### src/rtl/uart_sample_receiver.sv
// UART receiver for "C","H",<'0'..'3'>,<msb>,<lsb> sample frames. It drives four
// signed sample registers, a per-frame strobe and a saturating error counter.
module uart_sample_receiver #(
  parameter int CLK_FREQ  = 12_000_000,
  parameter int BAUD_RATE = 115_200,
  parameter int W         = 16
) (
  input  logic                clk,
  input  logic                rst,
  input  logic                rx,
  output logic signed [W-1:0] sample_out0,
  output logic signed [W-1:0] sample_out1,
  output logic signed [W-1:0] sample_out2,
  output logic signed [W-1:0] sample_out3,
  output logic                sample_valid,
  output logic [1:0]          valid_ch,
  output logic [7:0]          err_count
);

  localparam int CLKS_PER_BIT = CLK_FREQ / BAUD_RATE;
  localparam int HALF_BIT     = CLKS_PER_BIT / 2;
  localparam int CNT_W        = $clog2(CLKS_PER_BIT);
  localparam logic [CNT_W-1:0] FULL_LAST = CNT_W'(CLKS_PER_BIT - 1);
  localparam logic [CNT_W-1:0] HALF_LAST = CNT_W'(HALF_BIT - 1);

  localparam logic [7:0] ASCII_C = 8'h43;
  localparam logic [7:0] ASCII_H = 8'h48;

  typedef enum logic [1:0] {
    U_IDLE,
    U_START,
    U_DATA,
    U_STOP
  } uart_state_t;

  typedef enum logic [2:0] {
    P_HUNT_C,
    P_EXP_H,
    P_EXP_CH,
    P_EXP_MSB,
    P_EXP_LSB
  } parse_state_t;

  // ---------------------------------------------------------------------------
  // Input synchronizer and edge history
  // ---------------------------------------------------------------------------
  logic rx_meta;
  logic rxs;
  logic rxs_prev;

  // NOTE: sequential state always uses non-blocking (<=) so every flop samples
  // pre-edge values regardless of block ordering.
  always_ff @(posedge clk) begin
    if (rst) begin
      rx_meta  <= 1'b1;
      rxs      <= 1'b1;
      rxs_prev <= 1'b1;
    end else begin
      rx_meta  <= rx;
      rxs      <= rx_meta;
      rxs_prev <= rxs;
    end
  end

  // ---------------------------------------------------------------------------
  // UART receive FSM
  // ---------------------------------------------------------------------------
  uart_state_t      uart_state, uart_next;
  logic [CNT_W-1:0] clk_cnt, clk_cnt_next;
  logic [2:0]       bit_cnt, bit_cnt_next;
  logic [7:0]       rx_byte, rx_byte_next;
  logic             byte_valid, byte_valid_next;
  logic             frame_err, frame_err_next;

  always_ff @(posedge clk) begin
    if (rst) begin
      uart_state <= U_IDLE;
      clk_cnt    <= '0;
      bit_cnt    <= '0;
      rx_byte    <= '0;
      byte_valid <= 1'b0;
      frame_err  <= 1'b0;
    end else begin
      uart_state <= uart_next;
      clk_cnt    <= clk_cnt_next;
      bit_cnt    <= bit_cnt_next;
      rx_byte    <= rx_byte_next;
      byte_valid <= byte_valid_next;
      frame_err  <= frame_err_next;
    end
  end

  // NOTE: every signal written here gets a default first, so no path leaves it
  // unassigned and no latch is inferred.
  always_comb begin
    uart_next       = uart_state;
    clk_cnt_next    = clk_cnt + CNT_W'(1);
    bit_cnt_next    = bit_cnt;
    rx_byte_next    = rx_byte;
    byte_valid_next = 1'b0;
    frame_err_next  = 1'b0;

    unique case (uart_state)
      U_IDLE: begin
        clk_cnt_next = '0;
        if (rxs_prev && !rxs) begin
          uart_next    = U_START;
          bit_cnt_next = '0;
        end
      end
      U_START: begin
        if (clk_cnt == HALF_LAST) begin
          clk_cnt_next = '0;
          uart_next    = rxs ? U_IDLE : U_DATA;
        end
      end
      U_DATA: begin
        if (clk_cnt == FULL_LAST) begin
          clk_cnt_next = '0;
          rx_byte_next = {rxs, rx_byte[7:1]};
          bit_cnt_next = bit_cnt + 3'd1;
          if (bit_cnt == 3'd7) uart_next = U_STOP;
        end
      end
      U_STOP: begin
        // Leave mid stop bit so a back-to-back start edge is not missed.
        if (clk_cnt == FULL_LAST) begin
          clk_cnt_next    = '0;
          uart_next       = U_IDLE;
          byte_valid_next = rxs;
          frame_err_next  = !rxs;
        end
      end
      default: uart_next = U_IDLE;
    endcase
  end

  // ---------------------------------------------------------------------------
  // Frame parser
  // ---------------------------------------------------------------------------
  parse_state_t p_state, p_next;
  logic         parse_err;
  logic         latch_ch;
  logic         latch_msb;
  logic         commit;

  always_ff @(posedge clk) begin
    if (rst) p_state <= P_HUNT_C;
    else     p_state <= p_next;
  end

  always_comb begin
    p_next    = p_state;
    parse_err = 1'b0;
    latch_ch  = 1'b0;
    latch_msb = 1'b0;
    commit    = 1'b0;

    if (frame_err) begin
      p_next = P_HUNT_C;
    end else if (byte_valid) begin
      unique case (p_state)
        P_HUNT_C: begin
          if (rx_byte == ASCII_C) p_next = P_EXP_H;
        end
        P_EXP_H: begin
          if (rx_byte == ASCII_H) begin
            p_next = P_EXP_CH;
          end else if (rx_byte != ASCII_C) begin
            p_next    = P_HUNT_C;
            parse_err = 1'b1;
          end
        end
        P_EXP_CH: begin
          // ASCII '0'..'3' share the upper six bits 0011_00.
          if (rx_byte[7:2] == 6'b0011_00) begin
            latch_ch = 1'b1;
            p_next   = P_EXP_MSB;
          end else begin
            p_next    = (rx_byte == ASCII_C) ? P_EXP_H : P_HUNT_C;
            parse_err = 1'b1;
          end
        end
        P_EXP_MSB: begin
          latch_msb = 1'b1;
          p_next    = P_EXP_LSB;
        end
        P_EXP_LSB: begin
          commit = 1'b1;
          p_next = P_HUNT_C;
        end
        default: p_next = P_HUNT_C;
      endcase
    end
  end

  // ---------------------------------------------------------------------------
  // Sample registers, strobe and error counter
  // ---------------------------------------------------------------------------
  logic        [1:0]   ch;
  logic        [7:0]   msb;
  logic signed [W-1:0] sample_reg [4];

  always_ff @(posedge clk) begin
    if (rst) begin
      ch           <= '0;
      msb          <= '0;
      valid_ch     <= '0;
      sample_valid <= 1'b0;
      err_count    <= '0;
      // NOTE: the sample array is a handful of flops with visible outputs, not
      // a RAM, so it is reset like any other register.
      for (int i = 0; i < 4; i++) sample_reg[i] <= '0;
    end else begin
      sample_valid <= commit;
      if (latch_ch)  ch  <= rx_byte[1:0];
      if (latch_msb) msb <= rx_byte;
      if (commit) begin
        sample_reg[ch] <= {msb, rx_byte};
        valid_ch       <= ch;
      end
      if ((parse_err || frame_err) && err_count != 8'hFF)
        err_count <= err_count + 8'd1;
    end
  end

  assign sample_out0 = sample_reg[0];
  assign sample_out1 = sample_reg[1];
  assign sample_out2 = sample_reg[2];
  assign sample_out3 = sample_reg[3];

endmodule

### config.mk
export PLATFORM = sky130hd
export DESIGN_NAME = uart_sample_receiver
export DESIGN_NICKNAME = d
export VERILOG_FILES = /design/src/rtl/uart_sample_receiver.sv
export SDC_FILE = /design/constraint.sdc
export NUM_CORES = 1
export LEC_CHECK = 0
export ABC_CLOCK_PERIOD_IN_PS = 4000
export CORE_AREA = 2 2 100 102
export CTS_BUF_LIST = sky130_fd_sc_hd__clkbuf_8
export CTS_CLUSTER_DIAMETER = 150
export DETAILED_ROUTE_END_ITERATION = 10
export DIE_AREA = 0 0 102 104
export PLACE_DENSITY = 0.87
export SYNTH_ARGS = -nofsm -noshare
export SYNTH_HDL_FRONTEND = slang
export SYNTH_SLANG_ARGS = --single-unit
### constraint.sdc
create_clock -name clk -period 4 [get_ports clk]
set_input_delay 0.8 -clock clk [delete_from_list [all_inputs] [get_ports clk]]
set_output_delay 0.8 -clock clk [all_outputs]
set_load 0.02 [all_outputs]
**Word-level counts from Yosys, hierarchy flattened**

Memories as Yosys holds them, arrays and structs flattened.
Cells that the tools add are included.

- Flip-flop bits (word level): 49
- Bits in writable memories: 64
- Bits of input ports: 3
- Memories kept: 1

- Add/subtract/negate cells: 3
- Equality and inequality tests: 22
- Multiplexer cells: 43
- Bitwise logic cells: 2
- Reduce and logical (&&, ||, !) cells: 15

Memories:

| memory | words | bits a word | read ports | clocked after memory_dff | wr ports | RTL line | RTL |
|---|---|---|---|---|---|---|---|
| sample_reg | 4 | 16 | 4 | 0 | 4 | 202 | `logic signed [W-1:0] sample_reg [4];` |

Operators by type and width:

| operator | number |
|---|---|
| $mux W1 | 22 |
| $pmux W7 S3 | 1 |
| $eq A8 B7 Y1 const B | 2 |
| $mux W16 | 1 |
| $mux W2 | 8 |
| $reduce_or A16 Y1 | 1 |
| $mux W3 | 5 |
| $mux W7 | 2 |
| $ne A2 B2 Y1 const B | 6 |
| $pmux W3 S4 | 1 |
| $add A8 B1 Y8 const B | 1 |
| $ne A8 B7 Y1 const B | 1 |
| $ne A8 B8 Y1 const B | 1 |
| $pmux W2 S4 | 1 |
| $add A7 B1 Y7 const B | 1 |
| $eq A7 B6 Y1 const B | 1 |
| $eq A7 B7 Y1 const B | 1 |
| $eq A3 B2 Y1 const B | 2 |
| $eq A3 B3 Y1 const B | 2 |
| $eq A6 B4 Y1 const B | 1 |
| $pmux W3 S2 | 1 |
| $reduce_and A3 Y1 | 2 |
| $reduce_and A5 Y1 | 1 |
| $eq A2 B2 Y1 const B | 2 |
| other kinds (15) | 18 |

**Logic depth before layout (Yosys ltp)**

- Depth in word-level cells: 9
- Gate-level depth with buffers: 7

**Worst setup path after synthesis**

No wires, ideal clock.

- Path type: input to register
- Start: input port rst
- End: memory sample_reg[3][0], enable pin
- Library setup time: 0.392 ns
- Arrival: 2.197 ns
- Required time: 3.608 ns
- Slack: 1.411 ns
- Cell stages on the path: 4
- Path buffers: 3
- Cells stage by stage: clkbuf_1 -> clkbuf_1 -> clkbuf_1 -> o21bai_1

RTL lines:

| what | RTL line | RTL |
|---|---|---|
| start, declared | 9 | `input logic rst,` |
| end, declared | 202 |  |

**Worst setup path after layout**

- Start: register clk_cnt[0]
- End: register rx_byte[7]

- Word-level cells in the longest chain between the ends: 2

Ends and longest elaborated chain:

| what | RTL line | RTL |
|---|---|---|
| start, declared | 69 | `logic [CNT_W-1:0] clk_cnt, clk_cnt_next;` |
| start signal, assigned | 85 | `clk_cnt <= clk_cnt_next;` |
| $eq A7 B7 Y1 | 118 | `if (clk_cnt == FULL_LAST) begin` |
| $reduce_and A2 Y1 (no source line) | n/a |  |
| end signal, assigned | 87 | `rx_byte <= rx_byte_next;` |
| end, declared | 71 | `logic [7:0] rx_byte, rx_byte_next;` |

Every way passes these cells.
A chain may end at the register's enable or synchronous reset.

==> impl_metrics.tcl <==
set metrics [dict create \
    status "finished clean" \
    worstReg2RegStart "clk_cnt[0]" \
    crit_start "clk_cnt[0]" \
    hp-class "reg -> reg" \
    finalSetupViolations 0 \
    final_common_cell "clkdlybuf4s50_1" \
    fin_ws_ps 1635 \
    multi_input_area_sq_um 1647 \
    clkPwrFrac 0.437 \
    clk_latency_ps 430 \
    post_cts_resized 0 \
    post-place-ws_ps 1501 \
    n_antenna_cell 0 \
    root_buffer "clkbuf_8" \
    finalMaxSlewViolations 0 \
    cap_violations 0 \
    combPwrFrac 0.043 \
    overflow 0 \
    synth.largest_area_cell "edfxtp_1" \
    clock_path_buffers 2 \
    syn2layout_area_growth_pct 26.68 \
    yosys-top-cells-area "edfxtp_1 41%, dfxtp_1 21%, and2_1 8.0%, mux2i_1 5.1%, nor2_1 3.4%" \
    setup_tns_ps 0 \
    cp_data_arrival_time_ps 2680 \
    worstHoldStart "rx_meta" \
    synth_top_area_share 0.4119 \
    clkSlewWorstSetupHoldPaths_ps 70 \
    port_buffers 77 \
    fin_skew_ps 9.685 \
    critPathLaunchType "flop" \
    cp_slowest_stage_delay_ps 760 \
    dp_cells 572 \
    ys_seq_elements 113 \
    power.total_mw 2.421 \
    dieArea_sq_um 10610 \
    nNetsFinal 465 \
    syn_area_sq_um 4666 \
    ir_worst_vdd_uv 183.4 \
    synth_edf_count 64 \
    p_leak_nw 2.119 \
    worstPathMaxFanout 11 \
    largest_reg_flops 64 \
    die_w_microns 102 \
    synthFlopType "edfxtp_1" \
    yosys.cell_types.count 52 \
    die_y_microns 104 \
    n_fill_cell 734 \
    gp_congestion 0.8361 \
    layout_common_cells "76 x clkdlybuf4s50_1, 64 x edfxtp_1, 60 x and2_1, 49 x dfxtp_1, 42 x nor2_1" \
    htree_levels 4 \
    finalCriticalPeriod_ps 2365 \
    rsz0062_at_grt "no" \
    grt_antenna_before_repair 0 \
    tightest_slew_ps 971.2 \
    cts_hold_buf 0 \
    p_per_area_nw_per_um2 409.6 \
    synth_seq_area_share 0.6222 \
    syn_inst 379 \
    ant_nets 0 \
    drt_pre_antenna_iters 5 \
    slew_headroom 0.3490 \
    clock-sinks 113 \
    vias 3204 \
    initial_core_util 0.4886 \
    swShare 0.2359 \
    io_pins 78 \
    path_cells "ha_1, nand4_1, or3_1, nor3_2, mux2i_1, nor2_1" \
    yosys_warnings 0 \
    slowest_stage "nor3_2" \
    seqPwrFrac 0.519 \
    async_flop_share 0 \
    dpl.hpwl_microns 6532 \
    grt_pass1_wl_microns 15390 \
    post_cts_buffers 0 \
    cts_tree "built" \
    syn-num-nets 386 \
    vias_per_cell 5.305 \
    p_sw_mw 0.5711 \
    fmax_mhz 422.9 \
    grt_pass1_vias 3052 \
    crit_required_ps 4310 \
    core_area_sq_um 9549 \
    remaining_drc_errors 0 \
    criticalPathCategory "reg -> reg" \
    holdWs_ps 412.1 \
    num_rows 36 \
    cts_inserted_buffers 17 \
    grt_max_degree 34 \
    wl_per_cell_microns 16.10 \
    critPathCaptureType "flop" \
    drtIter0Drc 181 \
    finalWirelength_microns 9727 \
    seqCellArea_sq_um 2903 \
    postSynthAreaPerCell_sq_um 12.31 \
    p_int_mw 1.850 \
    fin_cells 604 \
    drive_gt1_frac 0.1295 \
    post-route-period-util 0.5912 \
    hold_violations 0 \
    grt_usage 0.1904 \
]
## cell families (layout without fill, tap and decap cells)
family,after synthesis,count (layout),share of synthesized area
buf+inv,24,116,0.02494
simple gates,177,177,0.2298
fa+ha+maj,4,4,0.01073
compound gates,30,30,0.04586
xor+xnor,5,5,0.009385
flops,113,113,0.6221
mux,26,26,0.05712
## layout make-up
class                   count  area share
flip-flops and latches    113      0.4911
multi-input cells         242      0.2786
repair buffers             79      0.1321
clock buffers              17     0.03959
well taps                 133     0.02815
clock inverters            15     0.02731
inverters                   5    0.003175
## cells in the mapped netlist, types with 2 or more instances
library cell,n
edfxtp_1,64
or3_1,2
nand2_1,10
clkbuf_1,11
mux2i_1,24
nor2_1,42
nand4_1,5
a31oi_1,3
xnor2_1,4
buf_6,2
nor3_2,2
o31ai_1,2
dfxtp_1,49
and4_1,2
nor4b_4,3
and3_1,4
a21oi_1,9
o21ai_0,6
ha_1,4
buf_2,2
or2_2,6
and2_1,60
or3_2,2
nand3_1,8
buf_4,2
nor2b_1,5
inv_1,5
nor3_1,7
and2_2,4
nor3b_1,3
nor4_1,3
a211oi_1,4
## metrics by stage
stage / utilization / area, sq um
2_1_floorplan: - / 4666
3_3_place_gp: 0.5776 / 5515
3_5_place_dp: 0.5776 / 5515
4_1_cts: 0.6190 / 5911
5_1_grt: 0.6190 / 5911
6_report: 0.6190 / 5911
## path summary, 6_finish.rpt
check / end / slack [ps] / cells after the start
max: rx_byte[7] / 1640 / 6
min: rxs / 410 / 1
max reg2reg: rx_byte[7] / 1640 / 6
min reg2reg: rxs / 410 / 1
## routing by layer
| metal | wire length, microns | part of all wire | track usage |
|---|---|---|---|
| met1 | 3848 | 0.40 | 0.2249 |
| met2 | 4979 | 0.51 | 0.3210 |
| met3 | 707 | 0.073 | 0.06317 |
| met4 | 192 | 0.020 | 0.06762 |
| met5 | 0 | 0 | 0 |
## critical path: cells and delay by family (launching register included)
| kind | cells | cell delay [ps] |
|---|---|---|
| adder cells (fa/ha/maj) | 1 | 230 |
| flip-flops | 1 | 350 |
| multiplexers | 1 | 310 |
| AND/OR/NAND/NOR | 4 | 1350 |
## power by group through the flow
stage	clock (mW)	combinational [mW]	sequential, mW
floorplan	0	0.0247	1.31
global placement	0	0.102	1.28
detailed placement	0	0.106	1.28
CTS	1.06	0.106	1.26
global route	1.12	0.112	1.26
finish	1.06	0.105	1.26
(Power assumes the default switching activity.)
